`src/rtl/mem_access_unit.sv`:
```
// -----------------------------------------------------------------------------
// mem_access_unit
//   MEM-stage load/store engine. Takes the EX/MEM register outputs (destination
//   register, byte address, store data) and a memory-op code, runs one
//   req/ack transaction on a word-wide data bus, and returns a one-cycle result
//   strobe toward MEM/WB. Stores are lane-replicated with byte strobes; loads
//   are lane-extracted and sign- or zero-extended.
//
// Ports
//   clk, rst         clock, synchronous active-high reset
//   op_valid         memory op present from EX/MEM
//   mem_op[3:0]      [3]=store, [2]=unsigned load, [1:0]=size (00 b, 01 h, 10 w)
//   rdn              load destination register
//   alu_out          byte address
//   mem_data         store data (value in low bits)
//   bus_req/bus_we   bus request / write enable
//   bus_addr         word-aligned address
//   bus_wdata/wstrb  lane-replicated store data and byte enables
//   bus_rdata/ack    read data (valid with ack) / completion
//   stall            hold upstream pipeline (combinational)
//   done             one-cycle result strobe
//   rd_out/rd_data   writeback register and extended load data (0 on store/fault)
//   fault            misaligned, illegal size or timeout; valid with done
//   dbg_state        current FSM state (0 IDLE, 1 REQ, 2 RESP)
//
// Handshake: bus_req rises on the cycle after the op is accepted and stays high,
// with bus_we/addr/wdata/wstrb stable, until the first cycle bus_ack is seen
// high; that cycle completes the transfer and bus_req drops on the next edge.
// bus_ack outside a request is ignored.
// -----------------------------------------------------------------------------
module mem_access_unit #(
  parameter int WordSize      = 32,
  parameter int TimeoutCycles = 255
) (
  input  logic                clk,
  input  logic                rst,
  input  logic                op_valid,
  input  logic [3:0]          mem_op,
  input  logic [4:0]          rdn,
  input  logic [WordSize-1:0] alu_out,
  input  logic [WordSize-1:0] mem_data,
  output logic                bus_req,
  output logic                bus_we,
  output logic [WordSize-1:0] bus_addr,
  output logic [WordSize-1:0] bus_wdata,
  output logic [3:0]          bus_wstrb,
  input  logic [WordSize-1:0] bus_rdata,
  input  logic                bus_ack,
  output logic                stall,
  output logic                done,
  output logic [4:0]          rd_out,
  output logic [WordSize-1:0] rd_data,
  output logic                fault,
  output logic [1:0]          dbg_state
);

  typedef enum logic [1:0] {
    S_IDLE = 2'd0,
    S_REQ  = 2'd1,
    S_RESP = 2'd2
  } state_t;

  localparam logic [7:0] TimeoutLimit = 8'(TimeoutCycles);

  state_t              r_state;
  logic [3:0]          r_op;
  logic [4:0]          r_rdn;
  logic [1:0]          r_off;
  logic [7:0]          r_cnt;

  logic [1:0]          w_size;
  logic [1:0]          w_off;
  logic                w_bad;
  logic [WordSize-1:0] w_wdata;
  logic [3:0]          w_wstrb;
  logic [WordSize-1:0] w_shift;
  logic [WordSize-1:0] w_load;
  logic                w_timeout;

  assign w_size = mem_op[1:0];
  assign w_off  = alu_out[1:0];

  // Size 11 is illegal; halves need an even offset, words a zero offset.
  assign w_bad = (w_size == 2'b11) ||
                 ((w_size == 2'b01) && w_off[0]) ||
                 ((w_size == 2'b10) && (w_off != 2'b00));

  // Store lane steering: replicate the value across lanes, strobe the target.
  always_comb begin
    w_wdata = mem_data;
    w_wstrb = 4'b0000;
    case (w_size)
      2'b00: begin
        w_wdata = {4{mem_data[7:0]}};
        w_wstrb = 4'b0001 << w_off;
      end
      2'b01: begin
        w_wdata = {2{mem_data[15:0]}};
        w_wstrb = 4'b0011 << w_off;
      end
      2'b10: begin
        w_wdata = mem_data;
        w_wstrb = 4'b1111;
      end
      default: begin
        w_wdata = mem_data;
        w_wstrb = 4'b0000;
      end
    endcase
    if (!mem_op[3]) w_wstrb = 4'b0000;
  end

  // Load extraction uses the offset/op latched at accept time.
  assign w_shift = bus_rdata >> {r_off, 3'b000};

  always_comb begin
    w_load = bus_rdata;
    case (r_op[1:0])
      2'b00: w_load = r_op[2] ? {{(WordSize-8){1'b0}}, w_shift[7:0]}
                              : {{(WordSize-8){w_shift[7]}}, w_shift[7:0]};
      2'b01: w_load = r_op[2] ? {{(WordSize-16){1'b0}}, w_shift[15:0]}
                              : {{(WordSize-16){w_shift[15]}}, w_shift[15:0]};
      default: w_load = bus_rdata;
    endcase
  end

  // Fires on the REQ cycle in which the count would reach the limit.
  assign w_timeout = ((r_cnt + 8'd1) == TimeoutLimit);

  assign stall     = op_valid && (r_state != S_RESP);
  assign dbg_state = r_state;

  always_ff @(posedge clk) begin
    if (rst) begin
      r_state   <= S_IDLE;
      r_op      <= 4'b0000;
      r_rdn     <= 5'd0;
      r_off     <= 2'b00;
      r_cnt     <= 8'd0;
      bus_req   <= 1'b0;
      bus_we    <= 1'b0;
      bus_addr  <= '0;
      bus_wdata <= '0;
      bus_wstrb <= 4'b0000;
      done      <= 1'b0;
      rd_out    <= 5'd0;
      rd_data   <= '0;
      fault     <= 1'b0;
    end else begin
      case (r_state)
        S_IDLE: begin
          done    <= 1'b0;
          fault   <= 1'b0;
          rd_out  <= 5'd0;
          rd_data <= '0;
          r_cnt   <= 8'd0;
          if (op_valid) begin
            r_op      <= mem_op;
            r_rdn     <= rdn;
            r_off     <= w_off;
            bus_addr  <= {alu_out[WordSize-1:2], 2'b00};
            bus_wdata <= w_wdata;
            bus_wstrb <= w_wstrb;
            if (w_bad) begin
              // Fault without touching the bus.
              bus_we  <= 1'b0;
              r_state <= S_RESP;
              done    <= 1'b1;
              fault   <= 1'b1;
            end else begin
              bus_we  <= mem_op[3];
              bus_req <= 1'b1;
              r_state <= S_REQ;
            end
          end
        end

        S_REQ: begin
          if (bus_ack) begin
            // Ack beats a coincident timeout.
            bus_req <= 1'b0;
            r_state <= S_RESP;
            done    <= 1'b1;
            fault   <= 1'b0;
            if (!r_op[3]) begin
              rd_out  <= r_rdn;
              rd_data <= w_load;
            end
          end else if (w_timeout) begin
            bus_req <= 1'b0;
            r_state <= S_RESP;
            done    <= 1'b1;
            fault   <= 1'b1;
          end else begin
            r_cnt <= r_cnt + 8'd1;
          end
        end

        S_RESP: begin
          done    <= 1'b0;
          fault   <= 1'b0;
          rd_out  <= 5'd0;
          rd_data <= '0;
          r_cnt   <= 8'd0;
          bus_req <= 1'b0;
          r_state <= S_IDLE;
        end

        default: begin
          bus_req <= 1'b0;
          r_state <= S_IDLE;
        end
      endcase
    end
  end

endmodule
```
`config.mk`:
```
export PLATFORM = sky130hd
export DESIGN_NAME = mem_access_unit
export DESIGN_NICKNAME = d
export VERILOG_FILES = /design/src/rtl/mem_access_unit.sv
export SDC_FILE = /design/constraint.sdc
export NUM_CORES = 1
export LEC_CHECK = 0
export BUFFER_PORTS_ARGS = -buffer_cell sky130_fd_sc_hd__buf_2
export CORE_MARGIN = 2
export CORE_UTILIZATION = 25
export DETAILED_ROUTE_END_ITERATION = 8
export PLACE_DENSITY_LB_ADDON = 0.2
export SETUP_SLACK_MARGIN = 0.1
export SLEW_MARGIN = 20
export SYNTH_ARGS = -nofsm -noshare
export SYNTH_HDL_FRONTEND = slang
export SYNTH_SLANG_ARGS = --single-unit
```
`constraint.sdc`:
```
create_clock -name clk -period 2.2 [get_ports clk]
set_clock_uncertainty 0.15 [all_clocks]
set_input_delay 0.11 -clock clk [delete_from_list [all_inputs] [get_ports clk]]
set_output_delay 0.11 -clock clk [all_outputs]
set_load 0.03 [all_outputs]
```
==> key figures <==
Pwr
  – PD cells: 828.0 nW/µm²
  – Sw power: 2.479 mW
  – Seq pwr share: between 30% and 40%
  – Switching Fraction: roughly 32%
  – Int Power: ~5.2 mW
  – Leakage power: approximately 4.0 nW
  – Maximum vdd drop: approximately 520 µV
  – Clock power frac: about 41%
  – Logic pwr share: 25.1%

Floorplan
  – Die width: approximately 160 µm
  – Initial Utilization: around a quarter
  – Core footprint: between 20000 and 25000 µm²
  – Die height: 158.0 µm
  – Row count: 56
  – IO Count: about 220
  – Die area: 24960 µm²

Yosys
  – Synth Area per Inst: about 8.0 µm²
  – Yosys reg bits: roughly 130
  – Cell with the most instances after synthesis: nand2_1
  – Top post-synthesis cells by count: nand2_1, dfxtp_1, a21oi_1
  – Synth area leader: dfxtp_1
  – Main flop type after synthesis: dfxtp_1
  – Async set or reset register ratio after synthesis: 0%
  – EDFF count, synth: 0
  – Area share of the largest cell type after synthesis: a little over two fifths
  – Cells after Synth: 738
  – Register area share after synthesis: between 40 and 50%
  – Yosys warnings: 0
  – Post-synth cell types: between 60 and 70
  – Top post-synthesis cells by area: dfxtp_1, nand2_1, a21oi_1, mux2i_1, nor2_1
  – Mapped Area: between 5000 and 6000 µm²

Layout
  – Fin nets: 1167
  – Fillers: 2452
  – Share of cells above drive strength 1: just under 30%
  – Layout area overhead: 56.63%
  – Final std cells w/o fill: 1385

Place
  – Placed cells: approximately 1.2k
  – Routability Congestion: roughly 0.80
  – Post-DP HPWL: between 10000 and 15000 µm
  – I/O Buffers: ~220

Detailed routing
  – DRT Pass-1 Iters: 5
  – Vias per cell: 4.666
  – Total wire length: approximately 22000 µm
  – Iteration-0 DRC Markers: between 200 and 250
  – Via count: 6462
  – Post-route ant nets: 0
  – # DRC: 0
  – Post-DR wirelength/cell: ~16 µm

Global route
  – Largest net degree at the start of global routing: between 100 and 150
  – Initial antenna violation count: 1
  – Vias in the first global route: approximately 6.3k
  – Total GRT Usage: between 10% and 20%
  – First-pass GRT wire length: 33420 µm
  – Grt ovf: 0

Timing
  – Period Utilization, post-route: 92.45%
  – Max Clock Freq: approximately 490 MHz
  – Setup tns final: 0 ns
  – Slew HR: about three fifths
  – Setup Viol. Count Final: 0
  – Worst Tran Pin Value: slightly above 0.6 ns
  – Fin. Hold Viols: 0
  – Hold WS: between 0.04 and 0.05 ns
  – Unrepaired setup endpoints after global routing: yes
  – Max-slew violation count: 0
  – Fin crit period: about 2 ns

Run status
  – Status: complete, no violations

CTS
  – CTS sink count: approximately 130
  – H-Tree Depth: 4
  – CTS tree: built
  – Clock slew at reported path FFs: 0.06 ns
  – TritonCTS Buffers: 17
  – Max Buffers Root-to-Sink: 2
  – Clk Latency, worst-skew pair: between 0.4 and 0.5 ns
  – Root Buffer Master: clkbuf_16

Worst setup path
  – CP max FO: 6
  – Critical Path AT: 2.18 ns
  – Critical Path End Type: flip-flop
  – CP Class: reg -> reg
  – CP Data Required Time: around 2.4 ns
  – Startpoint Class: flip-flop

Hold path
  – Type of the tightest min-delay check: in -> reg

Flow run
  – Max cap viols: 0
-- final timing paths --
check	from	end	slack, ns	depth (start not counted)
worst min register to register	rd_out[1]$_SDFFE_PP0P_	rd_out[1]$_SDFFE_PP0P_	0.30	2
worst max register to register	r_cnt[0]$_SDFFE_PP0P_	r_cnt[7]$_SDFFE_PP0P_	0.17	6
worst min-delay path	bus_ack	fault$_SDFFE_PP0P_	0.04	3
worst max-delay path	r_cnt[0]$_SDFFE_PP0P_	r_cnt[7]$_SDFFE_PP0P_	0.17	6
-- per-stage QoR --
step / area (µm²) / power, mW / worst slack, ns / utilization [%]
after global placement: 7468 / 4.444 / 0.1272 / 31.91
after detailed placement: 7468 / 4.448 / 0.1390 / 31.91
after CTS: 9173 / 7.767 / 0.1076 / 39.19
after floorplan: 5937 / 3.804 / 0.1175 / -
final: 9285 / 7.688 / 0.1661 / 39.68
after global routing: 9285 / 8.075 / 0.08249 / 39.68
-- worst max-delay path, cell delays in order (launching register included) --
cell	delay [ns]
dfxtp_4	0.38
ha_4	0.14
nand4_1	0.19
xnor2_2	0.41
o211ai_4	0.17
a22o_1	0.27
a31o_1	0.21
-- final cells by class --
| class | count | area, µm² | share of cell area (%) |
|---|---|---|---|
| Clock inverter | 14 | 203.9 | 2.196 |
| Antenna cell | 1 | 2.502 | 0.02695 |
| Multi-Input combinational cell | 533 | 3127 | 33.67 |
| Inverter | 18 | 67.56 | 0.7277 |
| Tap cell | 319 | 399.1 | 4.299 |
| Timing Repair Buffer | 354 | 2471 | 26.61 |
| Sequential cell | 128 | 2575 | 27.73 |
| Clock buffer | 18 | 439.2 | 4.730 |
-- cell families (layout without fill, tap and decap cells) --
group / after synthesis / count (layout) / share of synthesized area (%)
AO/OA/AOI/OAI: 211 / 211 / 24.65
XOR/XNOR: 1 / 1 / 0.2745
adder cells (fa/ha/maj): 6 / 6 / 1.266
buffers and inverters: 78 / 404 / 5.213
flip-flops: 128 / 128 / 43.23
multiplexers: 27 / 27 / 4.791
other: 1 / 3 / 0.06326
AND/OR/NAND/NOR: 286 / 286 / 20.52
-- layout by cell type, fill, tap and decap left out, types with 18 or more instances in the layout --
| cell type | instances |
|---|---|
| nand2_1 | 168 |
| nor2_1 | 60 |
| dfxtp_1 | 122 |
| mux2i_1 | 25 |
| dlygate4sd3_1 | 106 |
| buf_2 | 217 |
| inv_1 | 18 |
| nand2b_1 | 19 |
| buf_4 | 23 |
| o21ai_0 | 22 |
| a21oi_1 | 77 |
-- power groups by stage --
stage	Clock (mW)	Sequential (mW)	Combinational [mW]
3_3_place_gp	0	2.68	1.77
3_5_place_dp	0	2.68	1.77
5_1_grt	3.31	2.65	2.11
6_report	3.13	2.63	1.93
4_1_cts	3.22	2.63	1.92
2_1_floorplan	0	3.02	0.788
-- routing by layer --
layer | part of all wire, % | track usage [%] | up-vias
met5 | 0 | 0 | -
met4 | 0.50 | 3.732 | 0
met3 | 6.1 | 4.845 | 7
met2 | 48 | 28.84 | 198
met1 | 45 | 21.73 | 3024
li1 | - | - | 3233
-- state kept, by name, indices dropped and copies added, names as in the netlist --
name / count
r_rdn: 5
r_cnt: 8
bus_we: 1
bus_wdata: 32
bus_req: 1
r_op: 4
done: 1
bus_wstrb: 4
rd_data: 32
dbg_state: 2
rd_out: 5
fault: 1
bus_addr: 30
r_off: 2
-- repair_timing --
action / 4_1_cts / 5_1_grt
hold buffers: 106 / 0
setup endpoints to repair: 0 / 19
endpoints found under the hold margin: 111 / 0
gates resized for setup: 0 / 18
setup buffers: 0 / 3
Power figures use the tool's default switching activity.
